`config.mk`:
```
export PLATFORM = sky130hd
export DESIGN_NAME = cell_plotter
export DESIGN_NICKNAME = d
export VERILOG_FILES = /design/src/rtl/cell_plotter.sv
export SDC_FILE = /design/constraint.sdc
export NUM_CORES = 1
export LEC_CHECK = 0
export ABC_AREA = 1
export CAP_MARGIN = 20
export CORE_ASPECT_RATIO = 1.1
export CORE_UTILIZATION = 53
export DETAILED_ROUTE_END_ITERATION = 10
export GPL_ROUTABILITY_DRIVEN = 0
export PLACE_DENSITY = 0.75
export SYNTH_ARGS = -nofsm -noshare
export SYNTH_HDL_FRONTEND = slang
export SYNTH_SLANG_ARGS = --single-unit
```
`constraint.sdc`:
```
create_clock -name clock -period 2.94 [get_ports clock]
set_input_delay 0.882 -clock clock [delete_from_list [all_inputs] [get_ports clock]]
set_output_delay 0.882 -clock clock [all_outputs]
set_load 0.03 [all_outputs]
```
`src/rtl/cell_plotter.sv`:
```
// cell_plotter: pixel-write engine that sits between the Life core and vga_adapter.
//
// Cell-change events (x, y, alive) arrive over a valid/ready handshake.
// Events whose coordinates are on screen are buffered in a small FIFO.
// Events whose coordinates are off screen are consumed and counted.
// The FIFO drains at one vga_adapter plot per clock.
// A clear request flushes the FIFO and sweeps every pixel with the dead colour.
//
// Ports
//   clock, reset        : system clock; synchronous active-high reset
//   in_valid/in_ready   : event handshake (in_ready is combinational)
//   in_x, in_y, in_alive: event payload (legal x 0..159, y 0..119)
//   clear_req           : one-cycle request to blank the screen
//   busy                : registered; clear running, FIFO non-empty or plot high
//   drop_count          : saturating count of out-of-range events
//   x, y, colour, plot  : registered drive for vga_adapter
module cell_plotter #(
  parameter int         FIFO_DEPTH   = 8,
  parameter logic [2:0] ALIVE_COLOUR = 3'b111,
  parameter logic [2:0] DEAD_COLOUR  = 3'b000
) (
  input  logic       clock,
  input  logic       reset,
  input  logic       in_valid,
  output logic       in_ready,
  input  logic [7:0] in_x,
  input  logic [6:0] in_y,
  input  logic       in_alive,
  input  logic       clear_req,
  output logic       busy,
  output logic [7:0] drop_count,
  output logic [7:0] x,
  output logic [6:0] y,
  output logic [2:0] colour,
  output logic       plot
);

  localparam int         PTR_W  = $clog2(FIFO_DEPTH);
  localparam int         CNT_W  = PTR_W + 1;
  localparam logic [7:0] X_LAST = 8'd159;
  localparam logic [6:0] Y_LAST = 7'd119;

  typedef enum logic [1:0] {IDLE, DRAIN, CLEAR} state_t;

  state_t           state_reg, state_next;

  // FIFO entry layout: {x[7:0], y[6:0], alive}
  logic [15:0]      mem [FIFO_DEPTH];
  logic [15:0]      rd_entry;
  logic [PTR_W-1:0] wr_ptr_reg, rd_ptr_reg;
  logic [CNT_W-1:0] count_reg, count_next;

  logic [7:0]       sweep_x_reg;
  logic [6:0]       sweep_y_reg;

  logic [7:0]       x_reg, x_next;
  logic [6:0]       y_reg, y_next;
  logic [2:0]       colour_reg, colour_next;
  logic             plot_reg, plot_next;
  logic             busy_reg, busy_next;
  logic [7:0]       drop_count_reg;

  logic             full, clear_take, accept, in_range, push, drop, pop, sweep_last;

  assign full       = (count_reg == CNT_W'(FIFO_DEPTH));
  // A clear can only start outside a sweep; during a sweep the request is ignored.
  assign clear_take = clear_req && (state_reg != CLEAR);
  // clear_req wins over a same-cycle event, so the event is refused rather than flushed.
  assign in_ready   = !reset && !full && (state_reg != CLEAR) && !clear_req;
  assign accept     = in_valid && in_ready;
  assign in_range   = (in_x < 8'd160) && (in_y < 7'd120);
  assign push       = accept && in_range;
  assign drop       = accept && !in_range;
  // No pop on the clear edge: queued entries are discarded, never plotted.
  assign pop        = (count_reg != '0) && (state_reg != CLEAR) && !clear_take;
  assign sweep_last = (sweep_x_reg == X_LAST) && (sweep_y_reg == Y_LAST);
  assign rd_entry   = mem[rd_ptr_reg];

  // Next-state, occupancy and output selection.
  always_comb begin
    state_next  = state_reg;
    count_next  = count_reg;
    x_next      = x_reg;
    y_next      = y_reg;
    colour_next = colour_reg;
    plot_next   = 1'b0;

    if (clear_take) begin
      state_next = CLEAR;
      count_next = '0;
    end else begin
      case ({push, pop})
        2'b10:   count_next = count_reg + 1'b1;
        2'b01:   count_next = count_reg - 1'b1;
        default: count_next = count_reg;
      endcase
      if (state_reg == CLEAR) begin
        state_next = sweep_last ? IDLE : CLEAR;
      end else begin
        state_next = (count_next != '0) ? DRAIN : IDLE;
      end
    end

    if (state_reg == CLEAR) begin
      plot_next   = 1'b1;
      x_next      = sweep_x_reg;
      y_next      = sweep_y_reg;
      colour_next = DEAD_COLOUR;
    end else if (pop) begin
      plot_next   = 1'b1;
      x_next      = rd_entry[15:8];
      y_next      = rd_entry[7:1];
      colour_next = rd_entry[0] ? ALIVE_COLOUR : DEAD_COLOUR;
    end

    busy_next = (state_next == CLEAR) || (count_next != '0) || plot_next;
  end

  always_ff @(posedge clock) begin
    if (reset) begin
      state_reg      <= IDLE;
      count_reg      <= '0;
      wr_ptr_reg     <= '0;
      rd_ptr_reg     <= '0;
      sweep_x_reg    <= '0;
      sweep_y_reg    <= '0;
      x_reg          <= '0;
      y_reg          <= '0;
      colour_reg     <= '0;
      plot_reg       <= 1'b0;
      busy_reg       <= 1'b0;
      drop_count_reg <= '0;
    end else begin
      state_reg  <= state_next;
      count_reg  <= count_next;
      x_reg      <= x_next;
      y_reg      <= y_next;
      colour_reg <= colour_next;
      plot_reg   <= plot_next;
      busy_reg   <= busy_next;

      if (clear_take) begin
        wr_ptr_reg  <= '0;
        rd_ptr_reg  <= '0;
        sweep_x_reg <= '0;
        sweep_y_reg <= '0;
      end else begin
        // Pointers wrap naturally because the depth is a power of two.
        if (push) wr_ptr_reg <= wr_ptr_reg + 1'b1;
        if (pop)  rd_ptr_reg <= rd_ptr_reg + 1'b1;
        if (state_reg == CLEAR) begin
          // x is the inner loop; y advances at the end of each row.
          if (sweep_x_reg == X_LAST) begin
            sweep_x_reg <= '0;
            sweep_y_reg <= sweep_last ? 7'd0 : sweep_y_reg + 1'b1;
          end else begin
            sweep_x_reg <= sweep_x_reg + 1'b1;
          end
        end
      end

      if (drop && (drop_count_reg != 8'hFF)) begin
        drop_count_reg <= drop_count_reg + 1'b1;
      end
    end
  end

  // Storage has no reset; only entries behind a valid count are ever read.
  always_ff @(posedge clock) begin
    if (push) begin
      mem[wr_ptr_reg] <= {in_x, in_y, in_alive};
    end
  end

  assign x          = x_reg;
  assign y          = y_reg;
  assign colour     = colour_reg;
  assign plot       = plot_reg;
  assign busy       = busy_reg;
  assign drop_count = drop_count_reg;

endmodule

```
## Yosys cells after proc, flatten, opt, wreduce, memory -nomap -nowiden

Memory sizes are Yosys's and may differ from the RTL's. A register that Yosys moved wholly into a read port is not among the register bits.
Cells that the tools add are included.

| word-level totals | value |
|---|---|
| logic and storage cells | 77 |
| bits of input ports | 20 |
| register bits | 55 |
| output and inout port bits | 29 |
| memories kept | 1 |
| RAM bits | 128 |

Memory list:

| memory | words | bits a word | read ports | clocked after memory_dff | wr ports | line | RTL |
|---|---|---|---|---|---|---|---|
| mem | 8 | 16 | 1 | 1 | 1 | 48 | `logic [15:0] mem [FIFO_DEPTH];` |

| cells by class | value |
|---|---|
| reductions and logical operators | 26 |
| add/subtract/negate cells | 7 |
| eq/ne operators | 9 |
| multiplexer cells | 20 |
| order comparisons | 2 |

Operators with widths:

| cell | number |
|---|---|
| $mux W8 | 3 |
| $mux W7 | 3 |
| $add A8 B1 Y8 const B | 2 |
| $logic_and A1 B1 Y1 | 12 |
| $reduce_bool A4 Y1 | 3 |
| $mux W3 | 3 |
| $eq A8 B8 Y1 const B | 1 |
| $lt A8 B8 Y1 const B | 1 |
| $mux W4 | 2 |
| $ne A8 B8 Y1 const B | 1 |
| $pmux W4 S2 | 1 |
| $add A7 B1 Y7 const B | 1 |
| $eq A7 B7 Y1 const B | 1 |
| $lt A7 B7 Y1 const B | 1 |
| $add A3 B1 Y3 const B | 2 |
| $eq A2 B2 Y1 const B | 3 |
| $mux W2 | 3 |
| $logic_not A1 Y1 | 5 |
| $mux W1 | 5 |
| $add A4 B1 Y4 const B | 1 |
| $eq A4 B4 Y1 const B | 1 |
| $reduce_or A2 Y1 | 2 |
| $sub A4 B1 Y4 const B | 1 |
| $eq A2 B1 Y1 const B | 1 |
| 4 further kinds | 5 |

## Logic depth before layout (Yosys ltp)

| logic depth | value |
|---|---|
| depth in word-level cells | 17 |
| depth in mapped cells | 17 |
| gate-level depth less buffers | 17 |

## Worst setup path before layout

OpenSTA, ideal clock, no wires.

| timing | value |
|---|---|
| path type | input to register |
| from | input clear_req |
| to | register state_reg[0] |
| arrival time | 2.744 ns |
| path buffers | 0 |
| setup time | 0.120 ns |
| required time | 2.820 ns |
| setup slack | 0.076 ns |
| stages on the path | 15 |
| cell sequence | inv_1 > nand2_4 > nor2_4 > nand3_4 > nor2_4 > inv_1 > ha_1 > nand2_1 > inv_1 > nor2_1 > ha_1 > o21ai_0 > and2_1 > a21boi_0 > a21oi_1 |

| on the way | value |
|---|---|
| longest elaborated chain between the ends | 11 |
| elaborated cells between the ends (all ways) | 15 |
| classes of those cells | eq/ne (2); mux (5); reduce/logical (8) |

Ends and longest elaborated chain:

| element | line | RTL |
|---|---|---|
| start: declaration | 29 | `input logic clear_req,` |
| $logic_not A1 Y1 | 69 | `assign in_ready = !reset && !full && (state_reg != CLEAR) && !clear_req;` |
| $logic_and A1 B1 Y1 | 69 |  |
| $logic_and A1 B1 Y1 | 70 | `assign accept = in_valid && in_ready;` |
| $logic_and A1 B1 Y1 | 72 | `assign push = accept && in_range;` |
| $eq A2 B1 Y1 / $eq A2 B2 Y1 (equally long branches) | 92 | `case ({push, pop})` |
| $pmux W4 S2 | 92 |  |
| $mux W4 | 88 | `if (clear_take) begin` |
| $reduce_bool A4 Y1 | 100 | `state_next = (count_next != '0) ? DRAIN : IDLE;` |
| $mux W1 | 100 |  |
| $mux W2 | 97 | `if (state_reg == CLEAR) begin` |
| $mux W2 (*) | 88 |  |
| end signal: assignment | 134 | `state_reg <= state_next;` |
| end: declaration | 45 | `state_t state_reg, state_next;` |

Every way passes the cells marked *; elsewhere a longest branch is shown, timed or not. The select of a mux whose other input is x is not followed.
A chain may end at the register's enable or synchronous reset.

## Worst setup path in the final report

| timing | value |
|---|---|
| from | input clear_req |
| to | output in_ready |

| on the way | value |
|---|---|
| longest elaborated chain between the ends | 2 |

Ends and longest elaborated chain:

| element | line | RTL |
|---|---|---|
| $logic_not A1 Y1 | 69 |  |
| $logic_and A1 B1 Y1 | 69 |  |
| end: declaration | 25 | `output logic in_ready,` |

Every way passes these cells.

==> metrics.md <==
| Metric | Value |
|---|---|
| Outcome | finished, final reports clean |
| Tot Pwr | 5.68 mW |
| Final hold viol count | 0 |
| Drt wl/cell | 16.8 um |
| Rel. slew slack | 34.2% |
| Layout net count | 847 |
| GRT Util Overall | 24.0% |
| Synth top area cells | edfxtp_1 49%, dfxtp_1 14%, nor2_1 6.4%, o21ai_0 4.8%, nand2_1 4.6% |
| Area Overhead vs Synth | 18.8% |
| CP Capture Point | in_ready |
| Post-route minimum period | 2.89 ns |
| H-Tree Level Count | 4 |
| Dominant cell type by area after synthesis | edfxtp_1 |
| Final WL | 17,200 um |
| Crit-path cells | clkdlybuf4s50_1, inv_2, nand2_4, nor2_4, buf_4, and2_1, buf_4 |
| Number of flip-flops in the largest register | 128 |
| Switching share of power | 23.0% |
| Pwr Density | 614 nW/um^2 |
| Antenna diode count | 0 |
| Clock latency on the worst-skew pair | 0.43 ns |
| GRT overflow | 0 |
| Setup TNS | 0 ns |
| Flops & latches, synth | 184 |
| 1st-pass router iterations | 5 |
| Ys Warns | 0 |
| Sequential Power Share | 50.0% |
| Fmax achieved | 0.346 GHz |
| Synthesized area | 7780 um^2 |
| PnR worst setup slack | 0.0475 ns |
| Arrival @ worst endpoint | 2.01 ns |
| Slew at the pin closest to its max-slew limit | 0.985 ns |
| Worst reg-to-reg setup slack | 0.56 ns |
| Pin count of the biggest net entering global routing | 65 |
| Die area | 15,200 um^2 |
| Share of layout cells above drive strength 1 | 11.2% |
| Worst-case clock buffer depth | 2 |
| Worst-path clk slew | 0.06 ns |
| Commonest non-fill, non-tap cells in the layout | 131 x nor2_1, 128 x edfxtp_1, 96 x nand2_1 |
| WHS Path Cells | 2 |
| DR DRC count | 0 |
| Slew Viols, Final | 0 |
| CP required | 2.06 ns |
| Start point of the critical path | clear_req |
| Initial DRC Count | 497 |
| Crit. End Element | output port |
| Max incr delay on CP | 0.45 ns |
| First-pass GRT wire length | 27,500 um |
| Pint | 4.37 mW |
| Die width | 118 um |
| Vias in the first global route | 5,444 |
| Number of vias per cell | 5.53 |
| Worst VDD drop | 0.000420 V |
| Initial Util | 54.1% |
| Core Util, Final | 64.3% |
| Delay-heaviest family, CP | buffers and inverters |
| Reg2Reg Depth | 16 |
| Cell mode on critical path | buf_4 |
| Largest Register | mem |
| Syn_area_per_cell | 10.4 um^2 |
| Net Sw Power | 1.31 mW |
| Initial antenna violation count | 0 |
| Final Cycle Share | 98.4% |
| Setup Viol. Count Final | 0 |
| Top_reg_cell synth | edfxtp_1 |
| CP Buf/Inv Count | 4 |
| Total number of vias | 5,660 |
| CP max FO | 2 |
| # port buffers | 48 |
| Clock sinks | 184 |
| Clock network fraction of total power | 39.7% |
| Layout Skew | 0.00587 ns |
| Levels on crit path | 7 |
| EDFF count, synth | 128 |
| Io pins | 49 |
| Post-synthesis sequential area ratio | 63.8% |
| CTS tree | yes |
| R2r endpoint | state_reg[0]$_SDFF_PP0_ |
| Fin Hold WS | 0.495 ns |
| Unique masters post-synth | 39 |
| Combinational Power Share | 10.3% |
| Yosys top cell area share | 49.4% |
| Leakage Power | 3.25 nW |
| Critical path startpoint category | input port |
| Hold Crit Class | flop to flop |
| Critical path type | input port to output port |
| Post-CTS Hold Buffers | 0 |
| Worst-case setup slack after placement | -0.594 ns |
| Root Buffer | clkbuf_16 |
| Num CTS Buffers | 17 |
| Hpwl dp | 10,800 um |
| Commonest non-fill, non-tap cell in the layout | nor2_1 |
| ANT nets after route | 0 |
| Max cap viols | 0 |
| Cell Rows | 46 |
| Core ar. | 14,400 um^2 |
| Worst r2r src | state_reg[0]$_SDFF_PP0_ |
| Die Y | 129 um |
| Syn Nets | 778 |
| Slowest CP cell | clkdlybuf4s50_1 |
| Asr flop ratio synth | 0% |
| Post-Synthesis Cells | 750 |
## layout make-up
cell class / count / area, um^2
clock buffers: 23 / 458
clock inverters: 9 / 128
fillers: 1128 / 5140
inverters: 57 / 214
multi-input cells: 476 / 2440
flip-flops and latches: 184 / 4970
well taps: 192 / 240
repair buffers: 83 / 798
## cell families (layout without fill, tap and decap cells)
family | after synthesis | after routing | synth area share, %
simple gates | 301 | 301 | 17.4
flops | 184 | 184 | 63.8
compound gates | 153 | 153 | 11.0
buf+inv | 90 | 172 | 4.92
xor+xnor | 14 | 14 | 1.58
fa+ha+maj | 8 | 8 | 1.29
## power by group through the flow
stage               registers [mW]  clock network, mW  logic (mW)
floorplan                     2.93                  0       0.329
CTS                           2.84               2.29       0.582
detailed placement            2.89                  0       0.578
global route                  2.84               2.40       0.643
global placement              2.89                  0       0.557
finish                        2.84               2.26       0.587
## cell usage after synthesis, types with 2 or more instances
master,n
clkbuf_1,14
nand3b_1,2
nor2_2,2
buf_1,2
o21bai_1,2
o211ai_1,32
nand2_2,4
clkbuf_2,3
buf_2,6
o21ai_1,2
edfxtp_1,128
a21oi_1,38
nor2_8,2
nor2_1,132
o22ai_1,3
dfxtp_1,56
inv_2,5
o21ai_0,74
xnor2_1,8
and2_1,2
nor3_1,2
xor2_1,6
nand4_1,6
ha_1,8
inv_1,52
nand3_1,39
buf_4,7
nand2_4,3
nand2_1,96
nor2_4,5
## routing by layer
metal	GRT usage [%]	share of wire (%)
met2	39.5	49
met4	11.9	2.7
met1	30.9	43
met5	0	0
met3	4.71	6.1
## worst register-to-register path: cells and delay by family (launching register included)
family	cells	cell delay, ns
buf+inv	3	0.18
fa+ha+maj	2	0.47
simple gates	8	0.86
compound gates	3	0.39
flops	1	0.39
## stage by stage
stage	cells	instance area, um^2
detailed placement	991	8650
global placement	991	8650
finish	1024	9250
CTS	1023	9230
floorplan	750	7780
global route	1024	9250
## how the worst min path moves through the flow
stage / start / slack [ns] / end
CTS: rd_ptr_reg[2]$_SDFFE_PP0P_ / 0.49 / rd_ptr_reg[2]$_SDFFE_PP0P_
floorplan: rd_ptr_reg[2]$_SDFFE_PP0P_ / 0.43 / flop
detailed placement: rd_ptr_reg[2]$_SDFFE_PP0P_ / 0.47 / rd_ptr_reg[2]$_SDFFE_PP0P_
global placement: rd_ptr_reg[2]$_SDFFE_PP0P_ / 0.45 / rd_ptr_reg[2]$_SDFFE_PP0P_
global route: rd_ptr_reg[2]$_SDFFE_PP0P_ / 0.51 / rd_ptr_reg[2]$_SDFFE_PP0P_
finish: rd_ptr_reg[2]$_SDFFE_PP0P_ / 0.49 / rd_ptr_reg[2]$_SDFFE_PP0P_
## timing repair
action | CTS | global route
setup buffers | 0 | 1
setup endpoints to repair | 2 | 3
resized for setup | 5 | 6
gates cloned | 0 | 0
No activity file was read; power rests on OpenSTA's default activity.
